===== src/rtl/lda_line_engine_pkg.sv =====
// Shared types and width helpers for the Bresenham line engine.
package lda_pkg;

   localparam int LDA_XW = 9;
   localparam int LDA_YW = 9;
   localparam int LDA_CW = 3;

   function automatic int lda_width(input int xw, input int yw);
      return ((xw > yw) ? xw : yw) + 2;
   endfunction

   // Signed width of dx/dy/err/e2: e2 = 2*err must fit without overflow.
   localparam int LDA_W = lda_width(LDA_XW, LDA_YW);

   typedef enum logic [1:0] {
      IDLE = 2'd0,
      DRAW = 2'd1,
      DONE = 2'd2
   } lda_state_t;

   typedef struct packed {
      logic [LDA_XW-1:0] x0;
      logic [LDA_YW-1:0] y0;
      logic [LDA_XW-1:0] x1;
      logic [LDA_YW-1:0] y1;
      logic [LDA_CW-1:0] color;
   } lda_cmd_t;

endpackage


===== src/rtl/lda_line_engine_step.sv =====
// One Bresenham step: next point and error term from the current ones.
module lda_step
   import lda_pkg::*;
#(
   parameter int XW = 9,
   parameter int YW = 9,
   parameter int W  = lda_width(XW, YW)
) (
   input  logic [XW-1:0]        x,
   input  logic [YW-1:0]        y,
   input  logic signed [W-1:0]  err,
   input  logic signed [W-1:0]  dx,
   input  logic signed [W-1:0]  dy,
   input  logic                 right,
   input  logic                 down,
   output logic [XW-1:0]        x_nxt,
   output logic [YW-1:0]        y_nxt,
   output logic signed [W-1:0]  err_nxt
);

   localparam logic [XW-1:0] X_ONE = XW'(1);
   localparam logic [YW-1:0] Y_ONE = YW'(1);

   logic signed [W-1:0] e2;

   // Both tests use the pre-step e2; the two err increments accumulate.
   always_comb begin
      e2      = err <<< 1;
      x_nxt   = x;
      y_nxt   = y;
      err_nxt = err;
      if (e2 >= dy) begin
         err_nxt = err_nxt + dy;
         x_nxt   = right ? x + X_ONE : x - X_ONE;
      end
      if (e2 <= dx) begin
         err_nxt = err_nxt + dx;
         y_nxt   = down ? y + Y_ONE : y - Y_ONE;
      end
   end

endmodule


===== src/rtl/lda_line_engine.sv =====
// Bresenham line engine: command in, back-pressured pixel stream out, done pulse.
// Define LDA_CLIP_EN to suppress pixels outside H_RES x V_RES.
//
// state | meaning
// IDLE  | waiting for a command, cmd_ready high
// DRAW  | presenting / stepping through line points
// DONE  | one-cycle o_done pulse, then back to IDLE
module lda_line_engine
   import lda_pkg::*;
#(
   parameter int XW    = 9,
   parameter int YW    = 9,
   parameter int CW    = 3,
   parameter int H_RES = 320,
   parameter int V_RES = 240
) (
   input  logic          clk,
   input  logic          reset,
   input  logic          cmd_valid,
   output logic          cmd_ready,
   input  logic [XW-1:0] X0,
   input  logic [YW-1:0] Y0,
   input  logic [XW-1:0] X1,
   input  logic [YW-1:0] Y1,
   input  logic [CW-1:0] COLOR,
   input  logic          i_abort,
   output logic          o_valid,
   input  logic          i_ready,
   output logic [XW-1:0] o_X,
   output logic [YW-1:0] o_Y,
   output logic [CW-1:0] o_COLOR,
   output logic          o_done,
   output logic          o_busy
);

   localparam int W = lda_width(XW, YW);

`ifdef LDA_CLIP_EN
   localparam bit CLIP_EN = 1'b1;
`else
   localparam bit CLIP_EN = 1'b0;
`endif

   localparam logic [XW:0] H_LIM = (XW+1)'(H_RES);
   localparam logic [YW:0] V_LIM = (YW+1)'(V_RES);

   function automatic logic on_screen(input logic [XW-1:0] x, input logic [YW-1:0] y);
      return !CLIP_EN || (({1'b0, x} < H_LIM) && ({1'b0, y} < V_LIM));
   endfunction

   lda_state_t          state_q, state_d;
   logic [XW-1:0]       x_q, x_d, x1_q, x1_d;
   logic [YW-1:0]       y_q, y_d, y1_q, y1_d;
   logic [CW-1:0]       color_q, color_d;
   logic signed [W-1:0] dx_q, dx_d, dy_q, dy_d, err_q, err_d;
   logic                right_q, right_d, down_q, down_d;
   logic                valid_q, valid_d, done_q, done_d;
   logic                ready_q, ready_d, busy_q, busy_d;

   logic [XW-1:0]       x_step, adx;
   logic [YW-1:0]       y_step, ady;
   logic signed [W-1:0] err_step, dx_new, dy_new;
   logic                right_new, down_new, at_end;

   lda_step #(.XW(XW), .YW(YW), .W(W)) u_step (
      .x       (x_q),
      .y       (y_q),
      .err     (err_q),
      .dx      (dx_q),
      .dy      (dy_q),
      .right   (right_q),
      .down    (down_q),
      .x_nxt   (x_step),
      .y_nxt   (y_step),
      .err_nxt (err_step)
   );

   always_comb begin
      right_new = (X1 >= X0);
      down_new  = (Y1 >= Y0);
      adx       = right_new ? X1 - X0 : X0 - X1;
      ady       = down_new  ? Y1 - Y0 : Y0 - Y1;
      dx_new    = $signed({{(W-XW){1'b0}}, adx});
      dy_new    = -$signed({{(W-YW){1'b0}}, ady});
      at_end    = (x_q == x1_q) && (y_q == y1_q);
   end

   always_comb begin
      state_d = state_q;
      x_d     = x_q;
      y_d     = y_q;
      x1_d    = x1_q;
      y1_d    = y1_q;
      color_d = color_q;
      dx_d    = dx_q;
      dy_d    = dy_q;
      err_d   = err_q;
      right_d = right_q;
      down_d  = down_q;
      valid_d = valid_q;
      done_d  = 1'b0;
      ready_d = ready_q;
      busy_d  = busy_q;
      case (state_q)
         IDLE: begin
            if (cmd_valid) begin
               state_d = DRAW;
               x_d     = X0;
               y_d     = Y0;
               x1_d    = X1;
               y1_d    = Y1;
               color_d = COLOR;
               dx_d    = dx_new;
               dy_d    = dy_new;
               err_d   = dx_new + dy_new;
               right_d = right_new;
               down_d  = down_new;
               valid_d = on_screen(X0, Y0);
               ready_d = 1'b0;
               busy_d  = 1'b1;
            end
         end
         DRAW: begin
            if (i_abort) begin
               state_d = IDLE;
               valid_d = 1'b0;
               ready_d = 1'b1;
               busy_d  = 1'b0;
            end else if (!valid_q || i_ready) begin
               // A hidden (clipped) point advances without waiting for the sink.
               if (at_end) begin
                  state_d = DONE;
                  valid_d = 1'b0;
                  done_d  = 1'b1;
               end else begin
                  x_d     = x_step;
                  y_d     = y_step;
                  err_d   = err_step;
                  valid_d = on_screen(x_step, y_step);
               end
            end
         end
         DONE: begin
            state_d = IDLE;
            ready_d = 1'b1;
            busy_d  = 1'b0;
         end
         default: begin
            state_d = IDLE;
            valid_d = 1'b0;
            ready_d = 1'b1;
            busy_d  = 1'b0;
         end
      endcase
   end

   always_ff @(posedge clk or negedge reset) begin
      if (!reset) begin
         state_q <= IDLE;
         x_q     <= '0;
         y_q     <= '0;
         x1_q    <= '0;
         y1_q    <= '0;
         color_q <= '0;
         dx_q    <= '0;
         dy_q    <= '0;
         err_q   <= '0;
         right_q <= 1'b0;
         down_q  <= 1'b0;
         valid_q <= 1'b0;
         done_q  <= 1'b0;
         ready_q <= 1'b1;
         busy_q  <= 1'b0;
      end else begin
         state_q <= state_d;
         x_q     <= x_d;
         y_q     <= y_d;
         x1_q    <= x1_d;
         y1_q    <= y1_d;
         color_q <= color_d;
         dx_q    <= dx_d;
         dy_q    <= dy_d;
         err_q   <= err_d;
         right_q <= right_d;
         down_q  <= down_d;
         valid_q <= valid_d;
         done_q  <= done_d;
         ready_q <= ready_d;
         busy_q  <= busy_d;
      end
   end

   assign cmd_ready = ready_q;
   assign o_valid   = valid_q;
   assign o_X       = x_q;
   assign o_Y       = y_q;
   assign o_COLOR   = color_q;
   // An abort landing in DONE swallows the pulse.
   assign o_done    = done_q & ~i_abort;
   assign o_busy    = busy_q;

endmodule


===== config.mk =====
export PLATFORM = sky130hd
export DESIGN_NAME = lda_line_engine
export DESIGN_NICKNAME = d
export VERILOG_FILES = /design/src/rtl/lda_line_engine_pkg.sv /design/src/rtl/lda_line_engine_step.sv /design/src/rtl/lda_line_engine.sv
export SDC_FILE = /design/constraint.sdc
export NUM_CORES = 1
export LEC_CHECK = 0
export CELL_PAD_IN_SITES_DETAIL_PLACEMENT = 1
export CELL_PAD_IN_SITES_GLOBAL_PLACEMENT = 2
export CORE_MARGIN = 4
export CORE_UTILIZATION = 33
export DETAILED_ROUTE_END_ITERATION = 8
export GPL_ROUTABILITY_DRIVEN = 0
export GPL_TIMING_DRIVEN = 0
export HOLD_SLACK_MARGIN = 0.05
export PLACE_DENSITY = 0.88
export SYNTH_ARGS = -nofsm -noshare
export SYNTH_HDL_FRONTEND = slang
export SYNTH_SLANG_ARGS = --single-unit

===== constraint.sdc =====
create_clock -name clk -period 4.2 [get_ports clk]
set_clock_uncertainty 0.15 [all_clocks]
set_input_delay 0.84 -clock clk [delete_from_list [all_inputs] [get_ports clk]]
set_output_delay 0.84 -clock clk [all_outputs]
set_load 0.01 [all_outputs]

==> results of run 1 <==
[metrics by stage]
| step | worst slack [ps] | hold slack, ps | instances | setup TNS (ps) | utilization [%] |
|---|---|---|---|---|---|
| 2_1_floorplan | -679.1 | 296.4 | 884 | -1183 | - |
| 3_3_place_gp | -1915 | 308.2 | 1232 | -76960 | 39.67 |
| 3_5_place_dp | -1959 | 316.2 | 1233 | -10430 | 39.79 |
| 4_1_cts | -846.4 | 232.1 | 1313 | -2136 | 44.85 |
| 5_1_grt | -756.1 | 241.4 | 1334 | -2374 | 46.43 |
| 6_report | -631.1 | 227.4 | 1334 | -1599 | 46.43 |
[critical path: stages]
cell,delay (ps)
sky130_fd_sc_hd__dlygate4sd2_1,260
sky130_fd_sc_hd__inv_2,80
sky130_fd_sc_hd__ha_4,200
sky130_fd_sc_hd__and3_1,190
sky130_fd_sc_hd__nand3_2,100
sky130_fd_sc_hd__o21ba_4,170
sky130_fd_sc_hd__nor2_4,120
sky130_fd_sc_hd__mux2i_4,340
sky130_fd_sc_hd__ha_4,250
sky130_fd_sc_hd__a21o_1,200
sky130_fd_sc_hd__a21o_1,230
sky130_fd_sc_hd__or4_1,420
sky130_fd_sc_hd__a211oi_2,220
sky130_fd_sc_hd__a211oi_2,70
sky130_fd_sc_hd__o211ai_1,180
sky130_fd_sc_hd__a31oi_4,140
sky130_fd_sc_hd__or4_4,460
sky130_fd_sc_hd__a31oi_4,170
sky130_fd_sc_hd__xor2_1,160
sky130_fd_sc_hd__o21ai_1,80
[Yosys cell counts, types with 11 or more instances]
| library cell | count | area share, % |
|---|---|---|
| sky130_fd_sc_hd__ha_1 | 93 | 16 |
| sky130_fd_sc_hd__nand2_1 | 93 | 4.7 |
| sky130_fd_sc_hd__dfrtp_1 | 76 | 25 |
| sky130_fd_sc_hd__inv_1 | 75 | 3.8 |
| sky130_fd_sc_hd__a21oi_1 | 67 | 4.5 |
| sky130_fd_sc_hd__o21ai_0 | 64 | 4.3 |
| sky130_fd_sc_hd__nor2_1 | 62 | 3.1 |
| sky130_fd_sc_hd__xnor2_1 | 45 | 5.3 |
| sky130_fd_sc_hd__a21o_1 | 29 | 2.9 |
| sky130_fd_sc_hd__clkbuf_1 | 22 | 1.1 |
| sky130_fd_sc_hd__xor2_1 | 20 | 2.3 |
| sky130_fd_sc_hd__nor2b_1 | 18 | 1.5 |
| sky130_fd_sc_hd__mux2_2 | 17 | 2.6 |
| sky130_fd_sc_hd__nor3_1 | 15 | 1.0 |
| sky130_fd_sc_hd__nand2b_1 | 12 | 1.0 |
| sky130_fd_sc_hd__o21bai_1 | 12 | 1.2 |
| sky130_fd_sc_hd__nand3_1 | 11 | 0.74 |
| sky130_fd_sc_hd__o21a_1 | 11 | 1.1 |
| sky130_fd_sc_hd__o21ai_1 | 11 | 0.74 |
[report_power, final]
group	total [mW]	internal [mW]	switching, mW	leakage (nW)
Combinational	5.15	2.47	2.69	3.49
Clock	0.851	0.518	0.334	0.151
Sequential	1.31	0.994	0.319	0.934
[cell type report]
type                       count  area [um2]
timing repair buffer         157        1330
tap                          280       350.3
clock buffer                   9       225.2
fill                        2575       11800
sequential                    77        1929
clock inverter                 7       90.09
multi-input combinational    704        5861
buffer                        25       120.1
inverter                      75       321.6
[timing repair]
| action | in CTS | in global routing |
|---|---|---|
| buffers inserted | 67 | 25 |
| gates resized for setup | 213 | 60 |
| pin swaps | 66 | 48 |
| setup endpoints to repair | 9 | 6 |
[per-layer routing]
metal / share of wire [%] / up-vias
met2: 51 / 120
met3: 4.0 / 30
li1: - / 3422
met1: 44 / 3538
met4: 1.5 / 0
met5: 0 / -
[worst max-delay path by stage]
stage,slack [ps],to,from,cells past startpoint
floorplan,-680,err_q[9]$_DFFE_PN0P_,Y0[3],21
global placement,-1920,err_q[9]$_DFFE_PN0P_,X0[1],20
detailed placement,-1960,err_q[9]$_DFFE_PN0P_,X0[1],20
CTS,-850,err_q[9]$_DFFE_PN0P_,X0[1],20
global route,-760,err_q[9]$_DFFE_PN0P_,X0[2],23
finish,-630,err_q[9]$_DFFE_PN0P_,X0[6],20
[logic make-up (layout without fill, tap and decap cells)]
logic type / count (synthesis) / in the layout / share of synthesized area, %
AO/OA/AOI/OAI: 255 / 255 / 22.16
AND/OR/NAND/NOR: 254 / 254 / 16.73
buffers and inverters: 103 / 273 / 5.343
adder cells (fa/ha/maj): 102 / 102 / 17.99
flip-flops: 77 / 77 / 25.81
XOR/XNOR: 67 / 67 / 8.057
multiplexers: 26 / 26 / 3.903
[sequential cells by signal, indices dropped and copies added (netlist names)]
signal	count
o_valid	1
dy_q	11
o_X	9
o_COLOR	3
right_q	1
err_q	10
o_Y	9
y1_q	9
o_busy	1
state_q	2
cmd_ready	1
dx_q	9
down_q	1
done_q	1
x1_q	9
==> impl_summary.txt, run 1 <==
----------------------------------------------------
[GRT]
  Global-route wire length before repair ... 41690 um
  Layer with the highest usage after global routing ... met2
  Remaining global-route overflow ... 0
  Number of antenna violations at the first check in global routing ... 0
  Maximum number of pins on one net before global-route repair ... 59
  Met1 layer usage reported by global route ... 27.39%
  Met3 layer usage reported by global route ... 2.419%
  Met2 layer usage reported by global route ... 36.63%
  Vias in the first global route ... 7718
  Total track usage ... 21.03%

[Clocking]
  Number of CTS-inserted buffers ... 9
  Worst-path clk slew ... 60 ps
  Number of hold buffers added after cts ... 0
  CTS tree ... yes
  Clock sinks ... 77
  Clock root buffer master ... sky130_fd_sc_hd__clkbuf_16
  CTS H-Tree Depth ... 3
  Worst-skew pair later-pin latency ... 340 ps
  Buffers from clock root to sink, at most ... 2

[Setup path]
  Highest net fanout along the worst path ... 3
  Kind of end point of the critical path ... flip-flop
  Arrival time at the worst endpoint ... 4880 ps
  R2R setup slack ... -370 ps
  Endpoint of the most critical register-to-register path ... err_q[9]$_DFFE_PN0P_
  Kind of critical path ... in2reg
  Critical path launch point type ... input port
  CP required ... 4250 ps
  Number of cells on the worst reg-to-reg path ... 23
  Launching point of the worst reg2reg path ... dy_q[1]$_DFFE_PN0P_

[Pwr]
  Post-layout power ... 7.315 mW
  Peak supply drop ... 0.3157 mV
  Total power density per cell area ... 715.2 nW/um2
  Leakage component of the power ... 4.572 nW

[Route]
  Number of iterations in the first detailed-routing pass ... 4
  Number of DRC markers after the initial detailed-route iteration ... 292
  WL/cell ... 19.78 um
  Via-to-Cell Ratio ... 5.330
  Post-DRT Antenna Nets ... 0
  DRC Markers ... 0
  Via count ... 7110
  Total wirelength of the detailed-routed design ... 26380 um

[Synth]
  Total of warnings raised by yosys ... 0
  Netlist Area Pre-Place ... 7470 um2
  Share of flip-flops with an asynchronous set or reset after synthesis ... 100.0%
  Register area share after synthesis ... 25.81%
  Count of flip-flops with a built-in enable after synthesis ... 0
  Total nets after synthesis ... 1030
  Average cell area after synthesis ... 8.450 um2
  Post-synthesis cell count ... 884
  Dominant synthesized flop cell ... sky130_fd_sc_hd__dfrtp_1
  Register bit count reported by yosys ... 77
  Number of library cell types mapped by synthesis ... 77

[Floorplan]
  Area enclosed by the die boundary ... 25110 um2
  Die outline width ... 158.5 um
  Total core area ... 22030 um2
  Initial cell density of the core ... 33.91%
  I/O Pins ... 69
  Die Span Y ... 158.5 um
  Row count ... 54

[Status]
  Violated checks ... negative setup slack
  Run status ... finished with violations

[STA]
  Slew @ Worst Pin ... 924.2 ps
  Worst path setup slack after routing ... -631.1 ps
  Normalized max-slew margin ... 37.98%
  Unrepaired setup endpoints after global routing ... true
  Setup violations, final ... 4
  Final clock period utilization by the worst path ... 115.0%
  Highest Clock Rate ... 207.0 MHz
  Post-layout minimum cycle time ... 4831 ps
  Hold violation total from the final report ... 0
  Final slew viol count ... 0

[Final layout]
  Ant diodes ... 0
  Post-route cell area ... 10230 um2
  Fraction of layout instances using a drive strength above 1 ... 26.94%
  Area overhead of the layout relative to synthesis ... 36.92%
  Leading cell type in the layout, fill and taps excluded ... sky130_fd_sc_hd__nand2_1
  Commonest cells after routing, fill and taps aside ... 92 x sky130_fd_sc_hd__nand2_1, 80 x sky130_fd_sc_hd__buf_4, 75 x sky130_fd_sc_hd__dfrtp_1, 68 x sky130_fd_sc_hd__ha_1, 60 x sky130_fd_sc_hd__o21ai_0
  Total Nets Final ... 1195

[Placement]
  Sum of net half-perimeters after detailed placement ... 18900 um
  Count of buffers inserted at the top-level ports ... 68
  Cell area after placement ... 8763 um2

[Hold path]
  Tightest Hold Check Type ... in2async

[Flow run]
  Number of maximum-capacitance constraint violations ... 0

----------------------------------------------------
Note: power is estimated with default switching activity, not from simulation.
==> run 2: changes to the inputs <==
--- a/config.mk
+++ b/config.mk
@@ -8,12 +8,13 @@
 export CELL_PAD_IN_SITES_DETAIL_PLACEMENT = 1
 export CELL_PAD_IN_SITES_GLOBAL_PLACEMENT = 2
 export CORE_MARGIN = 4
-export CORE_UTILIZATION = 33
+export CORE_UTILIZATION = 35
 export DETAILED_ROUTE_END_ITERATION = 8
 export GPL_ROUTABILITY_DRIVEN = 0
 export GPL_TIMING_DRIVEN = 0
 export HOLD_SLACK_MARGIN = 0.05
-export PLACE_DENSITY = 0.88
+export PLACE_DENSITY = 0.89
+export SKIP_LAST_GASP = 1
 export SYNTH_ARGS = -nofsm -noshare
 export SYNTH_HDL_FRONTEND = slang
 export SYNTH_SLANG_ARGS = --single-unit
==> constraint.sdc (replaced) <==
create_clock -name clk -period 6.05 [get_ports clk]
set_clock_uncertainty 0.15 [all_clocks]
set_input_delay 1.21 -clock clk [delete_from_list [all_inputs] [get_ports clk]]
set_output_delay 1.21 -clock clk [all_outputs]
set_load 0.01 [all_outputs]
==> run 2 against run 1 <==
The flow now finishes without violations. Combinational power is 39% lower. Clock power decreased by 24%. Sequential share of layout area increased by 2.4 points. Routed wire length is 7.8% lower. Largest power group unchanged.
==> impl_summary.txt, run 2 (synthesis results as in run 1) <==
----------------------------------------------------
[Final layout]
  Flip-flop count of the largest register, all copies and words added ... 11 (unchanged)
  Commonest cells after routing, fill and taps aside ... 93 x sky130_fd_sc_hd__nand2_1, 88 x sky130_fd_sc_hd__ha_1, 76 x sky130_fd_sc_hd__dfrtp_1, 74 x sky130_fd_sc_hd__inv_1, 66 x sky130_fd_sc_hd__a21oi_1
  Multi-input gate area ... 5270 um2 (-10%)
  Leading cell type in the layout, fill and taps excluded ... sky130_fd_sc_hd__nand2_1
  Ant diodes ... 0 (unchanged)
  Post-Layout Cell Count ... 1255 (-5.9%)
  Total Nets Final ... 1121 (-6.2%)
  Fraction of layout instances using a drive strength above 1 ... 10.41% (-17 points)
  Footprint of the flip-flops and latches ... 1928 um2 (about the same)
  Most flops, register ... dy_q
  Largest registers in the final layout ... dy_q (11), err_q (10)
  Area overhead of the layout relative to synthesis ... 21.54%
  Number of filler instances in the final layout ... 2468 (-4.2%)

[GRT]
  Remaining global-route overflow ... 0 (unchanged)
  Total track usage ... 20.41% (-0.62 points)
  Maximum number of pins on one net before global-route repair ... 49 (-17%)
  Number of antenna violations at the first check in global routing ... 1 (+1)
  Vias in the first global route ... 7056 (-8.6%)
  Global-route wire length before repair ... 38590 um (-7.4%)

[Floorplan]
  Row count ... 53 (-1.9%)
  Die Span Y ... 154.1 um (-2.8%)
  I/O Pins ... 69 (unchanged)
  Die outline width ... 154.1 um (-2.8%)
  Total core area ... 21020 um2 (-4.6%)
  Initial cell density of the core ... 35.53% (+1.6 points)
  Area enclosed by the die boundary ... 23740 um2 (-5.4%)

[Setup path]
  Crit path from ... Y0[8]
  Number of cells on the worst reg-to-reg path ... 23 (unchanged)
  Arrival time at the worst endpoint ... 5890 ps (+1010 ps)
  Launching point of the worst reg2reg path ... dy_q[1]$_DFFE_PN0P_
  Endpoint of the most critical register-to-register path ... err_q[9]$_DFFE_PN0P_
  Highest net fanout along the worst path ... 8 (+5)
  Kind of critical path ... in2reg
  CP required ... 6110 ps (+1860 ps)
  R2R setup slack ... 570 ps (+940 ps)
  Kind of end point of the critical path ... flip-flop
  Critical path capture point ... err_q[9]$_DFFE_PN0P_
  Critical path launch point type ... input port

[STA]
  Final slew viol count ... 0 (unchanged)
  Highest Clock Rate ... 171.6 MHz
  Normalized max-slew margin ... 29.79% (-8.2 points)
  Hold violation total from the final report ... 0 (unchanged)
  Post-layout minimum cycle time ... 5828 ps
  Total negative setup slack ... 0 ps (+1599 ps)
  Slew @ Worst Pin ... 1053 ps (+129.0 ps)
  Final clock period utilization by the worst path ... 96.34%
  Setup violations, final ... 0 (-4)

[Pwr]
  Leakage component of the power ... 4.136 nW (-9.5%)
  Post-layout power ... 4.695 mW (-36%)
  Total power density per cell area ... 517.2 nW/um2 (-28%)
  Peak supply drop ... 0.2422 mV (-23%)

[Clocking]
  Clock sinks ... 77 (unchanged)
  CTS tree ... yes
  Worst-skew pair later-pin latency ... 350 ps (about the same)
  Worst-path clk slew ... 60 ps (about the same)
  CTS H-Tree Depth ... 3 (unchanged)
  Number of hold buffers added after cts ... 0 (unchanged)
  Clock root buffer master ... sky130_fd_sc_hd__clkbuf_16
  Buffers from clock root to sink, at most ... 2 (unchanged)
  Number of CTS-inserted buffers ... 9 (unchanged)

[Route]
  Number of DRC markers after the initial detailed-route iteration ... 244 (-16%)
  Via-to-Cell Ratio ... 5.364 (+0.64%)
  WL/cell ... 19.39 um (-2.0%)
  Number of iterations in the first detailed-routing pass ... 4 (unchanged)
  DRC Markers ... 0 (unchanged)
  Post-DRT Antenna Nets ... 0 (unchanged)
  Total wirelength of the detailed-routed design ... 24330 um (-7.8%)
  Via count ... 6732 (-5.3%)

[Placement]
  Count of buffers inserted at the top-level ports ... 68 (unchanged)
  Sum of net half-perimeters after detailed placement ... 18920 um (about the same)
  Placed Cells ... 1228 (-0.41%)

[Hold path]
  Tightest Hold Check Type ... reg2reg

[Status]
  Run status ... finished, final reports clean

[Flow run]
  Number of maximum-capacitance constraint violations ... 0 (unchanged)

----------------------------------------------------
-- run 2: cell types whose count changed in the layout (fill, tap and decap cells not counted), moves of 13 or more --
cell	delta
sky130_fd_sc_hd__a21oi_1	+13
sky130_fd_sc_hd__inv_1	+21
sky130_fd_sc_hd__clkdlybuf4s50_1	+34
sky130_fd_sc_hd__buf_2	-13
sky130_fd_sc_hd__buf_4	-68
sky130_fd_sc_hd__buf_6	-14
sky130_fd_sc_hd__inv_2	-15
sky130_fd_sc_hd__ha_1	+20
sky130_fd_sc_hd__ha_4	-23
-- run 2: repair_timing --
item                                    in CTS  in global routing
pin swaps                                    3                  8
endpoints found under the setup margin       1                  1
buffers inserted                             3                  8
gates resized for setup                     11                 21
-- run 2: power breakdown --
group | switching (mW) | total [mW] | internal [mW]
clock | 0.241 | 0.645 | 0.404
combinational | 1.70 | 3.14 | 1.44
sequential | 0.219 | 0.908 | 0.689
-- run 2: worst min-delay path by stage --
stage / startpoint / to / cells past startpoint
final: o_COLOR[1]$_DFFE_PN0P_ / o_COLOR[1]$_DFFE_PN0P_ / 2
after floorplan: state_q[1]$_DFFE_PN0P_ / o_busy$_DFFE_PN0P_ / 1
after CTS: o_COLOR[1]$_DFFE_PN0P_ / o_COLOR[1]$_DFFE_PN0P_ / 2
after detailed placement: o_COLOR[1]$_DFFE_PN0P_ / o_COLOR[1]$_DFFE_PN0P_ / 2
after global routing: o_COLOR[0]$_DFFE_PN0P_ / o_COLOR[0]$_DFFE_PN0P_ / 2
after global placement: o_COLOR[2]$_DFFE_PN0P_ / o_COLOR[2]$_DFFE_PN0P_ / 2
-- run 2: stage by stage --
stage / hold slack (ps) / cell area, um2 / setup slack [ps] / util [%]
finish: 331.0 / 9079 / 221.6 / 43.19
global route: 362.4 / 9079 / -2.485 / 43.19
CTS: 340.0 / 8932 / 19.70 / 42.49
detailed placement: 324.1 / 8519 / -653.0 / 40.53
global placement: 308.7 / 8494 / -594.0 / 40.41
floorplan: 296.4 / 7470 / 535.4 / -
-- run 2: final cells by class --
type / count / share of cell area, %
Tap cell: 275 / 3.790
Buffer: 28 / 1.337
Multi-Input combinational cell: 704 / 58.05
Inverter: 75 / 3.101
Clock inverter: 6 / 1.227
Sequential cell: 77 / 21.24
Timing Repair Buffer: 80 / 8.738
Clock buffer: 10 / 2.522
-- run 2: critical path, cell delays in order --
cell and delay (ps):
sky130_fd_sc_hd__clkdlybuf4s50_1 520, sky130_fd_sc_hd__inv_1 60, sky130_fd_sc_hd__ha_1 280, sky130_fd_sc_hd__clkbuf_4 180, sky130_fd_sc_hd__a21oi_2 150, sky130_fd_sc_hd__o21ai_2 100
sky130_fd_sc_hd__or2_4 260, sky130_fd_sc_hd__o21ai_2 170, sky130_fd_sc_hd__and2_4 170, sky130_fd_sc_hd__ha_4 200, sky130_fd_sc_hd__ha_1 270, sky130_fd_sc_hd__a21o_1 180
sky130_fd_sc_hd__a21o_1 210, sky130_fd_sc_hd__or4_1 420, sky130_fd_sc_hd__a211oi_2 210, sky130_fd_sc_hd__a211oi_2 70, sky130_fd_sc_hd__o211ai_1 200, sky130_fd_sc_hd__a31oi_4 150
sky130_fd_sc_hd__or4_4 440, sky130_fd_sc_hd__a31oi_4 180, sky130_fd_sc_hd__xor2_1 160, sky130_fd_sc_hd__o21ai_1 70
-- run 2: routing by layer --
layer  global-route usage (%)  wire length [um]
met1                    27.22             11410
met2                    34.92             11830
met3                    3.377               725
met4                    4.205               362
met5                        0                 0
